--- src/rtl/video_pkg.sv ---
// video_pkg: luma coefficients, rounding constant and geometry FSM encoding
// shared by video_preproc and rgb2luma.
package video_pkg;
    localparam logic [15:0] Y_COEF_R = 16'd77;
    localparam logic [15:0] Y_COEF_G = 16'd150;
    localparam logic [15:0] Y_COEF_B = 16'd29;
    localparam logic [15:0] Y_ROUND  = 16'd128;
    typedef enum logic [1:0] {
        WAIT_VS = 2'd0,
        MEASURE = 2'd1,
        LOCKED  = 2'd2
    } geom_state_t;
endpackage

--- src/rtl/rgb2luma.sv ---
// rgb2luma: 3-stage luma Y = (77R + 150G + 29B + 128) >> 8, rgb packed {blue, green, red}.
module rgb2luma
    import video_pkg::*;
(
    input  logic        clk,
    input  logic        rst,
    input  logic [23:0] rgb,
    output logic [7:0]  y
);
    logic [15:0] pr, pg, pb, sum;

    // 16 bits suffice: the coefficients sum to 256, so the worst case is 255*256 + 128
    always_ff @(posedge clk) begin
        if (rst) begin
            pr  <= '0;
            pg  <= '0;
            pb  <= '0;
            sum <= '0;
            y   <= '0;
        end else begin
            pr  <= Y_COEF_R * {8'd0, rgb[7:0]};
            pg  <= Y_COEF_G * {8'd0, rgb[15:8]};
            pb  <= Y_COEF_B * {8'd0, rgb[23:16]};
            sum <= pr + pg + pb + Y_ROUND;
            y   <= 8'(sum >> 8);
        end
    end
endmodule

--- src/rtl/video_preproc.sv ---
// video_preproc: 3-cycle pixel path (grayscale when VIDEO_PREPROC_GRAY_EN is defined, else
// pass-through) plus active-geometry measurement that locks after LOCK_FRAMES good frames.
module video_preproc
    import video_pkg::*;
#(
    parameter int CNT_W       = 12,
    parameter int LOCK_FRAMES = 2
) (
    input  logic             clk,
    input  logic             rst,
    input  logic [23:0]      rgb_in,
    input  logic             de,
    input  logic             hsync,
    input  logic             vsync,
    output logic [23:0]      rgb_out,
    output logic             de_out,
    output logic             hsync_out,
    output logic             vsync_out,
    output logic [CNT_W-1:0] width_out,
    output logic [CNT_W-1:0] height_out,
    output logic             geom_valid
);
    localparam logic [7:0] LOCK_M = 8'(LOCK_FRAMES);

    logic [2:0]  de_d, hs_d, vs_d;
    logic [23:0] pix;

    always_ff @(posedge clk) begin
        if (rst) begin
            de_d <= '0;
            hs_d <= '0;
            vs_d <= '0;
        end else begin
            de_d <= {de_d[1:0], de};
            hs_d <= {hs_d[1:0], hsync};
            vs_d <= {vs_d[1:0], vsync};
        end
    end

`ifdef VIDEO_PREPROC_GRAY_EN
    logic [7:0] y;
    rgb2luma u_luma (.clk(clk), .rst(rst), .rgb(rgb_in), .y(y));
    assign pix = {y, y, y};
`else
    logic [23:0] p1, p2, p3;
    always_ff @(posedge clk) begin
        if (rst) begin
            p1 <= '0;
            p2 <= '0;
            p3 <= '0;
        end else begin
            p1 <= rgb_in;
            p2 <= p1;
            p3 <= p2;
        end
    end
    assign pix = p3;
`endif

    assign rgb_out   = de_d[2] ? pix : '0;
    assign de_out    = de_d[2];
    assign hsync_out = hs_d[2];
    assign vsync_out = vs_d[2];

    logic             de_q, vs_q, vs_rise, de_fall;
    logic [CNT_W-1:0] pix_cnt, line_cnt, ref_w, prev_w, prev_h, fw, fh;
    logic             have_line, bad, fbad, same, load, drop;
    logic [7:0]       match, match_nxt;
    geom_state_t      state, state_nxt;

    assign vs_rise = vsync & ~vs_q;
    assign de_fall = de_q & ~de;

    // Frame view with the current line already closed, so a coincident vs_rise includes it
    assign fh   = (de_fall && line_cnt != '1) ? line_cnt + 1'b1 : line_cnt;
    assign fw   = (de_fall && !have_line) ? pix_cnt : ref_w;
    assign fbad = bad | (de_fall & ((pix_cnt == '1) | (fh == '1) | (have_line & (pix_cnt != ref_w))));
    assign same = (fw == prev_w) && (fh == prev_h);

    always_ff @(posedge clk) begin
        if (rst) begin
            state <= WAIT_VS;
        end else begin
            state <= state_nxt;
        end
    end

    always_comb begin
        state_nxt = state;
        match_nxt = match;
        load      = 1'b0;
        drop      = 1'b0;
        if (vs_rise) begin
            unique case (state)
                WAIT_VS: state_nxt = MEASURE;
                MEASURE: begin
                    match_nxt = fbad ? 8'd0 : !same ? 8'd1 : (match < LOCK_M) ? match + 8'd1 : match;
                    load      = match_nxt >= LOCK_M;
                    state_nxt = load ? LOCKED : MEASURE;
                end
                LOCKED: begin
                    drop      = fbad | (fw != width_out) | (fh != height_out);
                    match_nxt = drop ? 8'd0 : match;
                    state_nxt = drop ? MEASURE : LOCKED;
                end
                default: state_nxt = WAIT_VS;
            endcase
        end
    end

    always_ff @(posedge clk) begin
        if (rst) begin
            de_q       <= 1'b0;
            vs_q       <= 1'b0;
            pix_cnt    <= '0;
            line_cnt   <= '0;
            ref_w      <= '0;
            prev_w     <= '0;
            prev_h     <= '0;
            have_line  <= 1'b0;
            bad        <= 1'b0;
            match      <= '0;
            width_out  <= '0;
            height_out <= '0;
            geom_valid <= 1'b0;
        end else begin
            de_q      <= de;
            vs_q      <= vsync;
            pix_cnt   <= !de ? '0 : (pix_cnt == '1) ? pix_cnt : pix_cnt + 1'b1;
            line_cnt  <= vs_rise ? '0 : fh;
            ref_w     <= vs_rise ? '0 : fw;
            have_line <= ~vs_rise & (have_line | de_fall);
            bad       <= ~vs_rise & fbad;
            match     <= match_nxt;
            if (vs_rise && state != WAIT_VS) begin
                prev_w <= fw;
                prev_h <= fh;
            end
            if (load) begin
                width_out  <= fw;
                height_out <= fh;
            end
            geom_valid <= load | (geom_valid & ~drop);
        end
    end
endmodule

--- config.mk ---
export PLATFORM = sky130hd
export DESIGN_NAME = video_preproc
export DESIGN_NICKNAME = d
export VERILOG_FILES = /design/src/rtl/video_pkg.sv /design/src/rtl/rgb2luma.sv /design/src/rtl/video_preproc.sv
export SDC_FILE = /design/constraint.sdc
export NUM_CORES = 1
export LEC_CHECK = 0
export CORE_UTILIZATION = 45
export CTS_CLUSTER_SIZE = 20
export DETAILED_ROUTE_END_ITERATION = 16
export HOLD_SLACK_MARGIN = 0.12
export PLACE_DENSITY = 0.77
export SYNTH_ARGS = -nofsm -noshare
export SYNTH_HDL_FRONTEND = slang
export SYNTH_HIERARCHICAL = 1
export SYNTH_SLANG_ARGS = --single-unit
--- constraint.sdc ---
create_clock -name clk -period 3.95 [get_ports clk]
set_input_delay 0.395 -clock clk [delete_from_list [all_inputs] [get_ports clk]]
set_output_delay 0.395 -clock clk [all_outputs]
set_load 0.03 [all_outputs]
# == Word level (Yosys, flattened, before mapping) ==
# Cells that the tools add are included.
# op_classes
magnitude_cmp,2
bitwise_logic,18
mux,15
addsub,3
n_reduce_logical,11
eq_ne,11
# op_table
cell,count
inequality test 12 bit,3
2-to-1 mux 8 bit,4
"adder 12 x 1 -> 12 bit, second input constant",2
== test 12 bit,2
"== test 12 bit, second input constant",2
2-to-1 mux 12 bit,2
2-to-1 mux 24 bit,1
case mux 8 bit (2 select lines),1
"inequality test 12 bit, second input constant",1
"adder 8 x 1 -> 8 bit, second input constant",1
"greater-or-equal comparator 8 x 2 -> 1 bit, second input constant",1
"< comparator 8 x 2 -> 1 bit, second input constant",1
AND 1 bit,7
bitwise OR 1 bit,7
case mux 2 bit (3 select lines),1
logical AND 1 bit,4
2-to-1 mux 1 bit,4
2-to-1 mux 2 bit,2
NOT 1 bit,4
nonzero test 2 bit,2
OR reduction 2 bit,2
AND reduction 3 bit,1
"== test 2 x 1 -> 1 bit, second input constant",1
"== test 2 bit, second input constant",1
3 further kinds,3
# word_totals
register_bits,180

# == Logic depth before layout (Yosys ltp) ==
# depth
word_depth,16
mapped_depth,12
ltp_nobuf,10

# == Least setup slack after synthesis ==
# OpenSTA, ideal clock, no wires.
# synth_path
kind,register to register
from,reg line_cnt[0]
to,reg height_out[11]
synth_period_minus_slack_ps,3325
t_arrival_ps,3197
t_required_ps,3822
path_stages_with_launch,13
setup_slack_ps,625
n_path_buf,2
setup_time_ps,128
cell_sequence,dfxtp_1 ha_1 nand3_2 buf_6 nor4_2 o32ai_1 a2111oi_0 nand4b_1 or3_4 nor4_4 buf_6 mux2i_1 nor2_1
# synth_via
elab_chain_cells,12
word_cells_on_any_way,16
classes_between,1 x add/sub; 1 x order compare; 3 x eq/ne; 5 x mux; 4 x bitwise; 2 x reduce/logical
# synth_lines
item,line,source
from (decl),video_preproc.sv:66,"logic [CNT_W-1:0] pix_cnt, line_cnt, ref_w, prev_w, prev_h, fw, fh;"
from (signal assigned),video_preproc.sv:130,line_cnt <= vs_rise ? '0 : fh;
"parallel branches: the longest is 2 deep, another holds adder 12 x 1 -> 12 bit",--,
2-to-1 mux 12 bit (*),video_preproc.sv:75,assign fh = (de_fall && line_cnt != '1) ? line_cnt + 1'b1 : line_cnt;
== test 12 bit,video_preproc.sv:77,assign fbad = bad | (de_fall & ((pix_cnt == '1) | (fh == '1) | (have_line & (pix_cnt != ref_w))));
bitwise OR 1 bit (2 in a row),video_preproc.sv:77,
AND 1 bit,video_preproc.sv:77,
bitwise OR 1 bit,video_preproc.sv:77,
2-to-1 mux 8 bit,video_preproc.sv:97,match_nxt = fbad ? 8'd0 : !same ? 8'd1 : (match < LOCK_M) ? match + 8'd1 : match;
greater-or-equal comparator 8 x 2 -> 1 bit,video_preproc.sv:98,load = match_nxt >= LOCK_M;
2-to-1 mux 1 bit,video_preproc.sv:94,unique case (state)
2-to-1 mux 1 bit,video_preproc.sv:93,if (vs_rise) begin
to (signal assigned),video_preproc.sv:141,height_out <= fh;
to (decl),video_preproc.sv:20,"output logic [CNT_W-1:0] height_out,"
# Mark *: on every way between the ends.
# A chain may end at the register's enable or synchronous reset.

# == Final worst setup path ==
# layout_path
from,in de
to,reg height_out[4]
# layout_via
elab_chain_cells,13
word_cells_on_any_way,19
classes_between,1 x order compare; 3 x eq/ne; 6 x mux; 6 x bitwise; 3 x reduce/logical
# layout_lines
item,line,source
from (decl),video_preproc.sv:12,"input logic de,"
NOT 1 bit (no line) (*),--,
AND 1 bit (*),video_preproc.sv:72,assign de_fall = de_q & ~de;
logical AND 1 bit,video_preproc.sv:75,
2-to-1 mux 12 bit,video_preproc.sv:75,
== test 12 bit,video_preproc.sv:77,
bitwise OR 1 bit (2 in a row),video_preproc.sv:77,
AND 1 bit,video_preproc.sv:77,
bitwise OR 1 bit,video_preproc.sv:77,
2-to-1 mux 8 bit,video_preproc.sv:97,
greater-or-equal comparator 8 x 2 -> 1 bit,video_preproc.sv:98,
2-to-1 mux 1 bit,video_preproc.sv:94,
2-to-1 mux 1 bit,video_preproc.sv:93,
# Mark *: on every way between the ends. The rest lies on a longest branch, timed or not.

==> metrics <==
maximum capacitance violations=0; Tmin final=3.62 ns; Reg clk slew, reported paths=0.08 ns; final net count=962; overall power consumption=3.87 mW; headroom to the max-slew limit=27.2%; crit path capture type=flip-flop; met3 Resource Use GR=4.53%; instance count after placement with tap cells included=1,131; layout overhead on the synthesized area=23.0%; global-route wire length before repair=30,800 µm; first drt pass iteration count=5; worst reg2reg setup slack=0.49 ns; vias in the first global route=5,955; status=completed; critical path's largest stage delay=0.61 ns; Vias=6,186; number of cell rows=47; number of nets with antenna violations after detailed routing=0; Critical Path Fanout Max=10; post-synthesis instance area=0.00780 mm²; Final Hold Viols=0; highest-utilization routing layer at the global route stage=met2; met2 GRT Util=36.1%; #FFs+latches synth=178; Crit path max-delay family=simple AND/OR/NAND/NOR gates; wirelength, routed=18,900 µm; Synth Flop Type=dfxtp_1; overall fraction of global-route tracks in use=22.1%; largest vdd supply drop=0.000350 V; GRT Residual Overflow=0; Post-Synthesis Mean Instance Area=9.23 µm²; CP cell instances=clkdlybuf4s50_1, nand4b_1, o41a_1, and2_1, nor4_1, nand4_1, or3_4, nor4_4, buf_4, mux2i_1, nor2_1; RePlAce Congestion=0.930; H-tree lvl count=4; cts-stage hold buffer count=0; critical path required time=4.22 ns; post-detail-place hpwl=13,200 µm; number of max-slew violations in the final report=0; Non-Filler Instances=1,163; detail-routed via count per cell=5.32; asr flop ratio synth=0%; number of warning messages in the yosys log=6; clock root cell=clkbuf_16; Worst Max-Slew Pin Slew=1.09 ns; num ports=81; Initial Util=46.5%; insertion delay of the later-clocked pin in the worst-skew pair=0.43 ns; average wire per standard cell=16.3 µm; Crit path arrival time=3.88 ns; combined buffer and inverter count along the critical path=2; Synthesized Nets=877; part of the cycle the worst path needs=91.5%; die outline height=134 µm; class of the most critical hold timing path=in2reg; clock sinks=178; CTS tree=done; count of buffers from port buffering=80; share of the yosys chip area belonging to registers=45.7%; number of resized instances in the post-cts repair step=0; number of synthesized flops with an enable pin=0; violation count after the first detailed-route iteration=354; width of the die=134 µm; layout cell share with drive strength beyond 1=11.7%; cell count after synthesis=845; CTS buffer count=17; setup repair after global routing missed its margin=false; slowest cell on the critical path=clkdlybuf4s50_1; met1 global-route usage=28.4%; top achievable clock speed=277 MHz; number of setup violations in the final report=0; # diodes=0; Fin Clk Skew=0.0113 ns; buffer levels on the longest clock path=2; FILL cells=1,441; classification of the worst setup path=in2reg; largest net degree at the start of global routing=92; total leakage power=3.57 nW; initial antenna violation count=0; Netlist cell types=70; final routed DRC violation total=0; areal power density over the cells=403 mW/mm²; Setup Fix Bufs, Post-CTS=0; Die Area=0.0179 mm²; core box area=0.0168 mm²; type of origin of the critical path=primary input
==> final timing paths <==
check                from       endpoint  cells past startpoint
setup / recovery       de  height_out[4]                     11
hold / removal        rst          p3[8]                      2
setup reg to reg  de_d[0]       match[4]                     10
hold reg to reg    p2[15]         p3[15]                      1
==> per-stage QoR <==
step	utilization [%]	hold WS, ns	setup slack (ns)	setup TNS [ns]	cell area, µm²
6_report	57.2	0.383	0.334	0	9590
5_1_grt	57.2	0.398	0.115	0	9590
4_1_cts	57.2	0.382	0.380	0	9590
3_5_place_dp	53.4	0.420	-0.0499	-0.326	8950
3_3_place_gp	53.4	0.415	-0.0634	-0.411	8950
2_1_floorplan	-	0.414	0.625	0	7800
==> layer usage <==
metal / vias up / wire, µm
met5: - / 0
met4: 0 / 449
met3: 32 / 889
met2: 172 / 8920
met1: 2915 / 8650
li1: 3067 / -
==> power by group <==
| part | switching (mW) | internal [mW] |
|---|---|---|
| sequential | 0.0317 | 1.84 |
| clock | 0.865 | 0.887 |
| combinational | 0.127 | 0.113 |
| total | 1.02 | 2.84 |
==> placed cells by master (no fill, tap or decap), types with 9 or more instances in the layout <==
cell | synthesis | routed
a211oi_1 | 22 | 22
mux2i_1 | 22 | 22
clkbuf_16 | 0 | 17
nand4_1 | 10 | 10
dfxtp_1 | 178 | 178
clkdlybuf4s50_1 | 0 | 79
buf_4 | 3 | 42
a211oi_2 | 17 | 17
and2_1 | 32 | 32
inv_1 | 20 | 20
o21ai_0 | 15 | 15
nand2_1 | 35 | 35
nor2_1 | 101 | 100
nor3_1 | 13 | 13
xnor2_1 | 34 | 34
xor2_1 | 35 | 35
a21oi_1 | 28 | 28
nand3_1 | 18 | 18
nor4_1 | 9 | 9
nor2b_1 | 92 | 92
==> final cells by class <==
| cell class | instances | area [µm²] | area share (%) |
|---|---|---|---|
| flip-flops and latches | 178 | 3560 | 37.1 |
| repair buffers | 123 | 1150 | 11.9 |
| clock buffers | 17 | 425 | 4.43 |
| clock inverters | 15 | 219 | 2.28 |
| inverters | 20 | 75.1 | 0.783 |
| well taps | 220 | 275 | 2.87 |
| multi-input cells | 590 | 3890 | 40.5 |
==> synthesized netlist by cell type (all sizes together) (2+ instances only) <==
cell type  instances  share of area (%)
a2111oi            4               0.45
a211oi            39                4.8
a21oi             28                1.8
a221oi             5               0.64
a22oi              2               0.19
a31oi              7               0.56
and2              33                2.7
and3               6               0.48
and3b              2               0.22
and4               3               0.34
buf               17                1.6
clkbuf            40                1.9
dfxtp            178                 46
ha                 3               0.48
inv               20               0.96
mux2i             22                2.8
nand2             35                1.7
nand2b             7               0.56
nand3             19                1.3
nand3b             2               0.19
nand4             11                1.1
nand4b             4               0.45
nor2             101                4.9
nor2b             92                7.4
nor3              13               0.83
nor3b              4               0.53
nor4              12                1.3
o2111ai            3               0.34
o211ai             3               0.29
o21ai             18                1.2
o22ai              2               0.16
o2bb2ai            2               0.22
o31ai              9                1.1
o32ai              2               0.22
or2                4               0.32
or3                7               0.63
or4                2               0.19
xnor2             34                3.8
xor2              35                3.9
==> sequential cells by signal, summed over array words and instances, names as in the netlist <==
signal,cells
geom_valid,1
p1,24
p3,24
ref_w,12
prev_w,12
hs_d,3
p2,24
pix_cnt,12
bad,1
line_cnt,12
width_out,12
de_d,3
height_out,12
match,8
vs_d,3
prev_h,12
state,2
have_line,1
==> cell families after synthesis <==
family / Yosys count / share of synthesized area (%)
buf+inv: 77 / 4.49
simple gates: 359 / 25.2
mux: 23 / 2.97
xor+xnor: 69 / 7.75
compound gates: 136 / 13.4
flops: 178 / 45.7
fa+ha+maj: 3 / 0.481
==> worst register-to-register path, delay by kind of cell (launching register included) <==
kind / cells / cell delay [ns]
AOI/OAI and AO/OA: 2 / 0.63
buffers and inverters: 1 / 0.19
DFF: 1 / 0.53
muxes: 1 / 0.32
and+or+nand+nor: 6 / 1.75
(Power assumes the default switching activity.)
